### src/rtl/spi_dac_pkg.sv
// Shared types and constants for the SPI DAC receive model.
// Holds the FSM encoding, frame field positions and output reset values.
package spi_dac_pkg;

    typedef enum logic [1:0] {
        ST_IDLE  = 2'd0,
        ST_SHIFT = 2'd1,
        ST_CHECK = 2'd2
    } state_t;

    localparam int AB_BIT   = 15;
    localparam int BUF_BIT  = 14;
    localparam int GA_BIT   = 13;
    localparam int SHDN_BIT = 12;

    localparam logic [1:0] GAIN_RST = 2'b11;
    localparam logic [1:0] SHDN_RST = 2'b00;

    // Lane positions of the three SPI wires in the synchronizer bank
    localparam int SCK_IDX  = 0;
    localparam int CS_IDX   = 1;
    localparam int MOSI_IDX = 2;
    localparam int SYNC_N   = 3;

    function automatic logic [1:0] set_lane(input logic [1:0] flags,
                                            input logic       sel,
                                            input logic       val);
        logic [1:0] res;
        res      = flags;
        res[sel] = val;
        return res;
    endfunction

endpackage

### src/rtl/spi_edge_sync.sv
// N-stage synchronizer for one asynchronous wire, with rise/fall detection
// taken from the last synchronized sample and one delayed copy of it.
module spi_edge_sync #(
    parameter int STAGES = 2
) (
    input  logic clk_i,
    input  logic rst_ni,
    input  logic d_i,
    output logic q_o,
    output logic rise_o,
    output logic fall_o
);

    logic [STAGES-1:0] r_sync;
    logic              r_prev;

    always_ff @(posedge clk_i or negedge rst_ni) begin
        if (!rst_ni) begin
            r_sync <= '0;
            r_prev <= 1'b0;
        end else begin
            r_sync <= {r_sync[STAGES-2:0], d_i};
            r_prev <= r_sync[STAGES-1];
        end
    end

    assign q_o    = r_sync[STAGES-1];
    assign rise_o = r_sync[STAGES-1] & ~r_prev;
    assign fall_o = ~r_sync[STAGES-1] & r_prev;

endmodule

### src/rtl/spi_dac_rx.sv
// Receive-side model of a 2-channel 12-bit SPI DAC, oversampling SCK/CS/MOSI.
// Define SPI_DAC_RX_LDAC_EN to buffer decoded frames until an ldac_i strobe.
module spi_dac_rx
    import spi_dac_pkg::*;
#(
    parameter int FRAME_W     = 16,
    parameter int DATA_W      = 12,
    parameter int SYNC_STAGES = 2
) (
    input  logic              clk_i,
    input  logic              rst_ni,
    input  logic              sck_i,
    input  logic              cs_i,
    input  logic              mosi_i,
    input  logic              ldac_i,
    output logic [DATA_W-1:0] ch_a_o,
    output logic [DATA_W-1:0] ch_b_o,
    output logic [1:0]        shdn_o,
    output logic [1:0]        gain_o,
    output logic              valid_o,
    output logic              ch_o,
    output logic              err_o,
    output logic [15:0]       frame_cnt_o
);

    localparam int CNT_W = $clog2(FRAME_W + 2);
    localparam logic [CNT_W-1:0] CNT_FULL = CNT_W'(FRAME_W);
    localparam logic [CNT_W-1:0] CNT_SAT  = CNT_W'(FRAME_W + 1);

    logic [SYNC_N-1:0] w_raw;
    logic [SYNC_N-1:0] w_q;
    logic [SYNC_N-1:0] w_rise;
    logic [SYNC_N-1:0] w_fall;

    assign w_raw = {mosi_i, cs_i, sck_i};

    genvar gi;
    generate
        for (gi = 0; gi < SYNC_N; gi++) begin : g_sync
            spi_edge_sync #(
                .STAGES (SYNC_STAGES)
            ) u_sync (
                .clk_i  (clk_i),
                .rst_ni (rst_ni),
                .d_i    (w_raw[gi]),
                .q_o    (w_q[gi]),
                .rise_o (w_rise[gi]),
                .fall_o (w_fall[gi])
            );
        end
    endgenerate

    logic w_sck_rise;
    logic w_cs_rise;
    logic w_cs_fall;
    logic w_mosi;

    assign w_sck_rise = w_rise[SCK_IDX];
    assign w_cs_rise  = w_rise[CS_IDX];
    assign w_cs_fall  = w_fall[CS_IDX];
    assign w_mosi     = w_q[MOSI_IDX];

    state_t r_state;
    state_t w_state_next;

    logic [FRAME_W-1:0] r_shift;
    logic [CNT_W-1:0]   r_bit_cnt;

    always_ff @(posedge clk_i or negedge rst_ni) begin
        if (!rst_ni) begin
            r_state <= ST_IDLE;
        end else begin
            r_state <= w_state_next;
        end
    end

    // A CS fall seen during CHECK starts the next frame immediately
    always_comb begin
        w_state_next = r_state;
        case (r_state)
            ST_IDLE:  if (w_cs_fall) w_state_next = ST_SHIFT;
            ST_SHIFT: if (w_cs_rise) w_state_next = ST_CHECK;
            ST_CHECK: w_state_next = w_cs_fall ? ST_SHIFT : ST_IDLE;
            default:  w_state_next = ST_IDLE;
        endcase
    end

    // A bit coinciding with the CS rise is dropped, so it cannot be counted
    always_ff @(posedge clk_i or negedge rst_ni) begin
        if (!rst_ni) begin
            r_shift   <= '0;
            r_bit_cnt <= '0;
        end else if (w_state_next == ST_SHIFT && r_state != ST_SHIFT) begin
            r_shift   <= '0;
            r_bit_cnt <= '0;
        end else if (r_state == ST_SHIFT && !w_cs_rise && w_sck_rise) begin
            r_shift <= {r_shift[FRAME_W-2:0], w_mosi};
            if (r_bit_cnt != CNT_SAT) begin
                r_bit_cnt <= r_bit_cnt + 1'b1;
            end
        end
    end

    logic              w_good;
    logic              w_bad;
    logic              w_ab;
    logic [DATA_W-1:0] w_data;

    logic [DATA_W-1:0] w_code_a_cur;
    logic [DATA_W-1:0] w_code_b_cur;
    logic [1:0]        w_shdn_cur;
    logic [1:0]        w_gain_cur;
    logic [DATA_W-1:0] w_code_a_next;
    logic [DATA_W-1:0] w_code_b_next;
    logic [1:0]        w_shdn_next;
    logic [1:0]        w_gain_next;

    assign w_ab   = r_shift[AB_BIT];
    assign w_data = r_shift[DATA_W-1:0];

    always_comb begin
        w_good        = 1'b0;
        w_bad         = 1'b0;
        w_code_a_next = w_code_a_cur;
        w_code_b_next = w_code_b_cur;
        w_shdn_next   = w_shdn_cur;
        w_gain_next   = w_gain_cur;
        if (r_state == ST_CHECK) begin
            if (r_bit_cnt == CNT_FULL) begin
                w_good      = 1'b1;
                w_shdn_next = set_lane(w_shdn_cur, w_ab, r_shift[SHDN_BIT]);
                w_gain_next = set_lane(w_gain_cur, w_ab, r_shift[GA_BIT]);
                if (w_ab) begin
                    w_code_b_next = w_data;
                end else begin
                    w_code_a_next = w_data;
                end
            end else begin
                w_bad = 1'b1;
            end
        end
    end

    logic [DATA_W-1:0] r_ch_a;
    logic [DATA_W-1:0] r_ch_b;
    logic [1:0]        r_shdn;
    logic [1:0]        r_gain;
    logic              r_valid;
    logic              r_err;
    logic              r_ch;
    logic [15:0]       r_frame_cnt;

    always_ff @(posedge clk_i or negedge rst_ni) begin
        if (!rst_ni) begin
            r_valid     <= 1'b0;
            r_err       <= 1'b0;
            r_ch        <= 1'b0;
            r_frame_cnt <= '0;
        end else begin
            r_valid <= w_good;
            r_err   <= w_bad;
            if (w_good) begin
                r_ch        <= w_ab;
                r_frame_cnt <= r_frame_cnt + 16'd1;
            end
        end
    end

`ifdef SPI_DAC_RX_LDAC_EN
    // Decoded fields park in input latches; ldac_i publishes them, and a
    // strobe in the CHECK cycle publishes the frame being decoded right now.
    logic [DATA_W-1:0] r_lat_a;
    logic [DATA_W-1:0] r_lat_b;
    logic [1:0]        r_lat_shdn;
    logic [1:0]        r_lat_gain;

    assign w_code_a_cur = r_lat_a;
    assign w_code_b_cur = r_lat_b;
    assign w_shdn_cur   = r_lat_shdn;
    assign w_gain_cur   = r_lat_gain;

    always_ff @(posedge clk_i or negedge rst_ni) begin
        if (!rst_ni) begin
            r_lat_a    <= '0;
            r_lat_b    <= '0;
            r_lat_shdn <= SHDN_RST;
            r_lat_gain <= GAIN_RST;
            r_ch_a     <= '0;
            r_ch_b     <= '0;
            r_shdn     <= SHDN_RST;
            r_gain     <= GAIN_RST;
        end else begin
            r_lat_a    <= w_code_a_next;
            r_lat_b    <= w_code_b_next;
            r_lat_shdn <= w_shdn_next;
            r_lat_gain <= w_gain_next;
            if (ldac_i) begin
                r_ch_a <= w_code_a_next;
                r_ch_b <= w_code_b_next;
                r_shdn <= w_shdn_next;
                r_gain <= w_gain_next;
            end
        end
    end
`else
    assign w_code_a_cur = r_ch_a;
    assign w_code_b_cur = r_ch_b;
    assign w_shdn_cur   = r_shdn;
    assign w_gain_cur   = r_gain;

    always_ff @(posedge clk_i or negedge rst_ni) begin
        if (!rst_ni) begin
            r_ch_a <= '0;
            r_ch_b <= '0;
            r_shdn <= SHDN_RST;
            r_gain <= GAIN_RST;
        end else begin
            r_ch_a <= w_code_a_next;
            r_ch_b <= w_code_b_next;
            r_shdn <= w_shdn_next;
            r_gain <= w_gain_next;
        end
    end
`endif

    // BUF bit and the unneeded synchronizer taps are deliberately ignored
    logic w_unused;
`ifdef SPI_DAC_RX_LDAC_EN
    assign w_unused = ^{w_q[SCK_IDX], w_fall[SCK_IDX], w_q[CS_IDX],
                        w_rise[MOSI_IDX], w_fall[MOSI_IDX], r_shift[BUF_BIT]};
`else
    assign w_unused = ^{w_q[SCK_IDX], w_fall[SCK_IDX], w_q[CS_IDX],
                        w_rise[MOSI_IDX], w_fall[MOSI_IDX], r_shift[BUF_BIT],
                        ldac_i};
`endif

    assign ch_a_o      = r_ch_a;
    assign ch_b_o      = r_ch_b;
    assign shdn_o      = r_shdn;
    assign gain_o      = r_gain;
    assign valid_o     = r_valid;
    assign ch_o        = r_ch;
    assign err_o       = r_err;
    assign frame_cnt_o = r_frame_cnt;

endmodule

### config.mk
export PLATFORM = sky130hd
export DESIGN_NAME = spi_dac_rx
export DESIGN_NICKNAME = d
export VERILOG_FILES = /design/src/rtl/spi_dac_pkg.sv /design/src/rtl/spi_edge_sync.sv /design/src/rtl/spi_dac_rx.sv
export SDC_FILE = /design/constraint.sdc
export NUM_CORES = 1
export LEC_CHECK = 0
export CAP_MARGIN = 20
export CORE_MARGIN = 1.5
export CORE_UTILIZATION = 56
export DETAILED_ROUTE_END_ITERATION = 12
export PLACE_DENSITY = 0.84
export SYNTH_ARGS = -nofsm -noshare
export SYNTH_HDL_FRONTEND = slang
export SYNTH_SLANG_ARGS = --single-unit
### constraint.sdc
create_clock -name clk_i -period 2.94 [get_ports clk_i]
set_input_delay 0.294 -clock clk_i [delete_from_list [all_inputs] [get_ports clk_i]]
set_output_delay 0.294 -clock clk_i [all_outputs]
set_load 0.02 [all_outputs]
======== Word level (Yosys, flattened, before mapping) ========
Index checks and enable logic that the tools add are counted.
storage, ports and cells
  logic and storage cells ................. 62
  input port bits ......................... 6
  bits in registers ....................... 78
  output and inout bits ................... 47
  memories ................................ 0
  latch bits .............................. 0
  RAM bits ................................ 0
  memory bits (read-only) ................. 0
operators by class
  add/subtract/negate cells ............... 2
  bitwise logic cells ..................... 7
  magnitude comparators ................... 2
  shift operators ......................... 0
  reductions and logical operators ........ 12
  div/mod/pow operators ................... 0
  equal/unequal tests ..................... 6
  mux-type cells .......................... 17
  $mul .................................... 0
operators by type and width
  kind                                                                      count
  16-bit two-way mux                                                        2
  16-bit by 1-bit adder with 16-bit output (second input constant)          1
  5-bit two-way mux                                                         3
  1-bit two-way mux                                                         6
  2-bit one-hot mux with 3 select lines                                     1
  3-bit AND reduction                                                       2
  5-bit by 1-bit adder with 5-bit output (second input constant)            1
  5-bit equality test (second input constant)                               1
  5-bit inequality test (second input constant)                             1
  2-bit bitwise mux                                                         2
  2-bit by 1-bit equality test with 1-bit output (second input constant)    2
  1-bit logical AND                                                         4
  2-bit two-way mux                                                         2
  1-bit inverter                                                            4
  2-bit AND reduction                                                       2
  2-bit nonzero test                                                        2
  1-bit AND                                                                 3
  2-bit equality test (second input constant)                               1
  2-bit logical NOT                                                         1
  1-bit by 2-bit < comparator with 1-bit output (second input constant)     1
  2-bit by 1-bit inequality test with 1-bit output (second input constant)  1
  1-bit demux with 1-bit select                                             1
  1-bit >= comparator (second input constant)                               1
  1-bit logical NOT                                                         1

======== Logic depth before layout (Yosys ltp) ========
  word-level depth ........................ 8
  mapped depth ............................ 7
  gate-level depth less buffers ........... 6

======== Hierarchy ========
From an unflattened synthesis, not the netlist that was laid out.
second synthesis, totals
  cells, all modules ...................... 249
  area, all modules ....................... 3181.8 um^2
modules (own cells, without submodules)
  module         area an instance (um^2)  instances  cells each
  spi_dac_rx     2911.5                   1          234
  spi_edge_sync  90.1                     3          5

======== Worst setup path before layout ========
No wires, ideal clock.
  path type ............................... reg-to-reg
  start ................................... register r_bit_cnt[0]
  end ..................................... register r_ch_a[10], in the netlist ch_a_o[10]
  required time ........................... 2.815 ns
  clock period less this slack ............ 1.817 ns
  stages on the path, launching flop included .. 7
  library setup time ...................... 0.125 ns
  setup slack ............................. 1.123 ns
  arrival ................................. 1.692 ns
  path through ............................ dfrtp_1 > inv_1 > ha_1 > nand4bb_4 > nor3_2 > buf_2 > mux2_2
on the way
  cells in the longest elaborated chain, start to end .. 2
RTL lines
  element                        line               RTL
  from (decl)                    spi_dac_rx.sv:67   logic [CNT_W-1:0] r_bit_cnt;
  from (signal assigned)         spi_dac_rx.sv:99   r_bit_cnt <= r_bit_cnt + 1'b1;
  5-bit equality test            spi_dac_rx.sv:129  if (r_bit_cnt == CNT_FULL) begin
  3-bit AND reduction (no line)  n/a
  to (signal assigned)           spi_dac_rx.sv:218  r_ch_a <= w_code_a_next;
  to (decl)                      spi_dac_rx.sv:144  logic [DATA_W-1:0] r_ch_a;
No other way between the ends.
A chain may end at the register's enable or synchronous reset.

======== Final worst setup path ========
  start ................................... register r_bit_cnt[0]
  end ..................................... register r_ch_b[7], in the netlist ch_b_o[7]
on the way
  cells in the longest elaborated chain, start to end .. 2
RTL lines
  element                        line               RTL
  5-bit equality test            spi_dac_rx.sv:129
  3-bit AND reduction (no line)  n/a
  to (signal assigned)           spi_dac_rx.sv:219  r_ch_b <= w_code_b_next;
  to (decl)                      spi_dac_rx.sv:145  logic [DATA_W-1:0] r_ch_b;
No other way between the ends.

==> flow_summary.toml <==
[route]
drt_iter0_markers = 191
vias = 2089
ant_nets = 0
vias_per_cell = 5.48
wire_per_inst_um = 14.7
drc = 0
routed_wl_mm = 5.61
first_pass_iters = 4

[clocking]
cts.sinks = 78
clk_pin_slew_worst_paths_ps = 80
cts_setup_buffers = 0
ctsHoldBuffers = 0
clock_latency_ps = 350
cts_tree = "yes"
cts-root-buf = "clkbuf_8"
cts_max_level = 3
cts.path.max_buffers = 2
cts.repair.resized = 0
numCtsBuffers = 9

[sta]
fin_crit_ps = 1980
period_share_pct = 67.4
fin_skew_ps = 8.73
relSlewSlack_pct = 38.1
hold_viol = 0
tns_ps = 0
setup_violations = 0
worst_pin_slew_ps = 929
drv_slew = 0
rsz0062_at_grt = "no"
fmax_mhz = 504

[final_layout]
final_area_um2 = 3920
utilization_pct = 71.6
nNetsFinal = 314
drive_gt1_share_pct = 16.5
seq_area_um2 = 1950
multiInputGateArea_um2 = 1140
n_fill_cell = 380
syn2layout_area_growth_pct = 24.5
antenna_cells = 0

[power]
power_density_nw_per_um2 = 504
ir_drop_v = 0.000325
design_power_total_w = 0.00198
p_leak_nw = 1.78

[grt]
grt_pass1_vias = 2043
track_usage_pct = 21.1
grt_max_degree = 79
antenna_found_initial = 0
grt.overflow.total = 0
grt_pass1_wl_mm = 9.75

[setup_path]
r2r_slack_ps = 960
startpoint_type = "flip-flop"
r2r_cells = 6
worst-path-buf-inv = 1
rr_startpoint = "r_bit_cnt[0]$_DFFE_PN0P_"
path_cells = "inv_1, ha_1, nand4bb_4, nor2_4, nand2_2, mux2_1"
crit_type = "reg2reg"
endpoint = "ch_b_o[7]$_DFFE_PN0P_"
required_ps = 3180
cp_max_fo = 15
startpoint = "r_bit_cnt[0]$_DFFE_PN0P_"
worst-path-stages = 6
arrival_ps = 2220
critical_path.max_stage_delay_ps = 440
slowest_stage = "dfrtp_1"
worstSetupEndpointType = "flip-flop"
critPathTopFamily = "simple AND/OR/NAND/NOR gates"
r2r_end = "ch_b_o[7]$_DFFE_PN0P_"

[synth]
synth_area_um2 = 3150
yosys.cell_types.count = 36
synth_warnings = 0
netlist_instances = 248
seq_area_frac_synth_pct = 62.1
syn_area_per_cell_um2 = 12.7
synthesis.nets = 258
ys_seq_elements = 78

[place]
place.gp.congestion = 0.728
io_buffers = 51
dp_hpwl_mm = 3.70
placed_area_um2 = 3730

[floorplan]
start_util_pct = 57.5
rows = 27
die_area_um2 = 6080
die_h_um = 77.9
core_area_um2 = 5470
ios = 53
die_width_um = 77.9

[hold_path]
min_path_type = "in2async"

[run]
cap_violations = 0

[status]
status = "finished clean"
-- how the worst min path moves through the flow --
stage / from / endpoint / slack, ps
after floorplan: rst_ni / ch_a_o[0]$_DFFE_PN0P_ / -2
after global placement: g_sync[0].u_sync.r_sync[0]$_DFF_PN0_ / g_sync[0].u_sync.r_sync[1]$_DFF_PN0_ / 330
after detailed placement: g_sync[1].u_sync.r_sync[0]$_DFF_PN0_ / g_sync[1].u_sync.r_sync[1]$_DFF_PN0_ / 330
after CTS: rst_ni / ch_b_o[5]$_DFFE_PN0P_ / 110
after global routing: rst_ni / frame_cnt_o[7]$_DFFE_PN0P_ / 160
final: rst_ni / frame_cnt_o[7]$_DFFE_PN0P_ / 90
-- cell usage after synthesis --
master | instances | area (um^2)
or3_1 | 1 | 6.26
nor4_4 | 1 | 21.3
buf_2 | 4 | 20.0
nand2_1 | 27 | 101
clkbuf_1 | 5 | 18.8
xnor2_1 | 12 | 105
and4_1 | 1 | 8.76
nor2_1 | 8 | 30.0
nand4bb_4 | 1 | 27.5
a311o_1 | 1 | 10.0
dfstp_2 | 2 | 52.6
dfrtp_1 | 76 | 1900
nand2b_1 | 1 | 6.26
or3b_1 | 1 | 8.76
and4bb_2 | 1 | 12.5
mux2_1 | 9 | 101
nor3b_1 | 2 | 15.0
mux2i_1 | 1 | 10.0
a21oi_1 | 18 | 90.1
mux2_2 | 20 | 225
nor2b_1 | 1 | 6.26
o21ai_0 | 2 | 10.0
inv_1 | 5 | 18.8
nor3_2 | 1 | 10.0
ha_1 | 4 | 50.1
and3_1 | 5 | 31.3
nand4_1 | 7 | 43.8
nor2_4 | 1 | 11.3
nand3_1 | 19 | 95.1
nand2b_2 | 1 | 8.76
xor2_1 | 5 | 43.8
a31o_2 | 1 | 8.76
nor3_1 | 1 | 5.00
and4bb_1 | 1 | 12.5
nand4bb_1 | 1 | 11.3
nand2_2 | 1 | 6.26
-- per-layer routing --
layer | vias to the layer above | part of all wire [%] | track usage [%]
met5 | - | 0 | 0
met4 | 0 | 1.4 | 7.14
met3 | 6 | 5.5 | 8.12
met2 | 65 | 48 | 31.7
met1 | 1043 | 45 | 28.4
li1 | 975 | - | -
-- cells in the final DEF (no fill, tap or decap), drive strengths merged, types with 3 or more instances in the layout --
cell,instances
mux2,29
buf,4
ha,4
xnor2,12
inv,5
nand4,7
nor2,9
a21oi,18
xor2,5
clkinv,3
dfrtp,76
clkdlybuf4s50,50
clkbuf,11
nand2,28
and3,5
nand3,19
-- layout make-up --
cell class | count | area share (%)
Clock inverter | 5 | 0.862
Clock buffer | 11 | 3.86
Sequential cell | 78 | 49.9
Timing Repair Buffer | 54 | 13.5
Multi-Input combinational cell | 156 | 29.1
Inverter | 5 | 0.479
Tap cell | 72 | 2.30
-- per-stage QoR --
| stage | setup WS [ps] | instances | hold WS (ps) |
|---|---|---|---|
| after floorplan | 1120 | 248 | -1.59 |
| after global placement | 1040 | 365 | 333 |
| after detailed placement | 965 | 365 | 335 |
| after CTS | 956 | 381 | 114 |
| after global routing | 798 | 381 | 156 |
| final | 957 | 381 | 92.4 |
-- logic make-up after synthesis --
group                    share of synthesized area, %
AND/OR/NAND/NOR                                  15.2
flip-flops                                       62.1
multiplexers                                     10.7
AO/OA/AOI/OAI                                    3.78
XOR/XNOR                                         4.73
buffers and inverters                            1.83
adder cells (fa/ha/maj)                          1.59
-- state kept, by name, summed over array words and instances, names as in the netlist --
name	cells
shdn_o	2
ch_o	1
ch_b_o	12
g_sync.u_sync.r_prev	2
valid_o	1
r_bit_cnt	5
r_state	2
r_shift	16
gain_o	2
ch_a_o	12
err_o	1
g_sync.u_sync.r_sync	6
frame_cnt_o	16
-- report_power, final --
| part | leakage, nW | switching, W | internal [W] |
|---|---|---|---|
| clock | 0.0913 | 0.000384 | 0.000351 |
| sequential | 1.06 | 0.0000279 | 0.00110 |
| combinational | 0.631 | 0.0000749 | 0.0000417 |
| total | 1.78 | 0.000487 | 0.00149 |
Power figures use the tool's default switching activity.
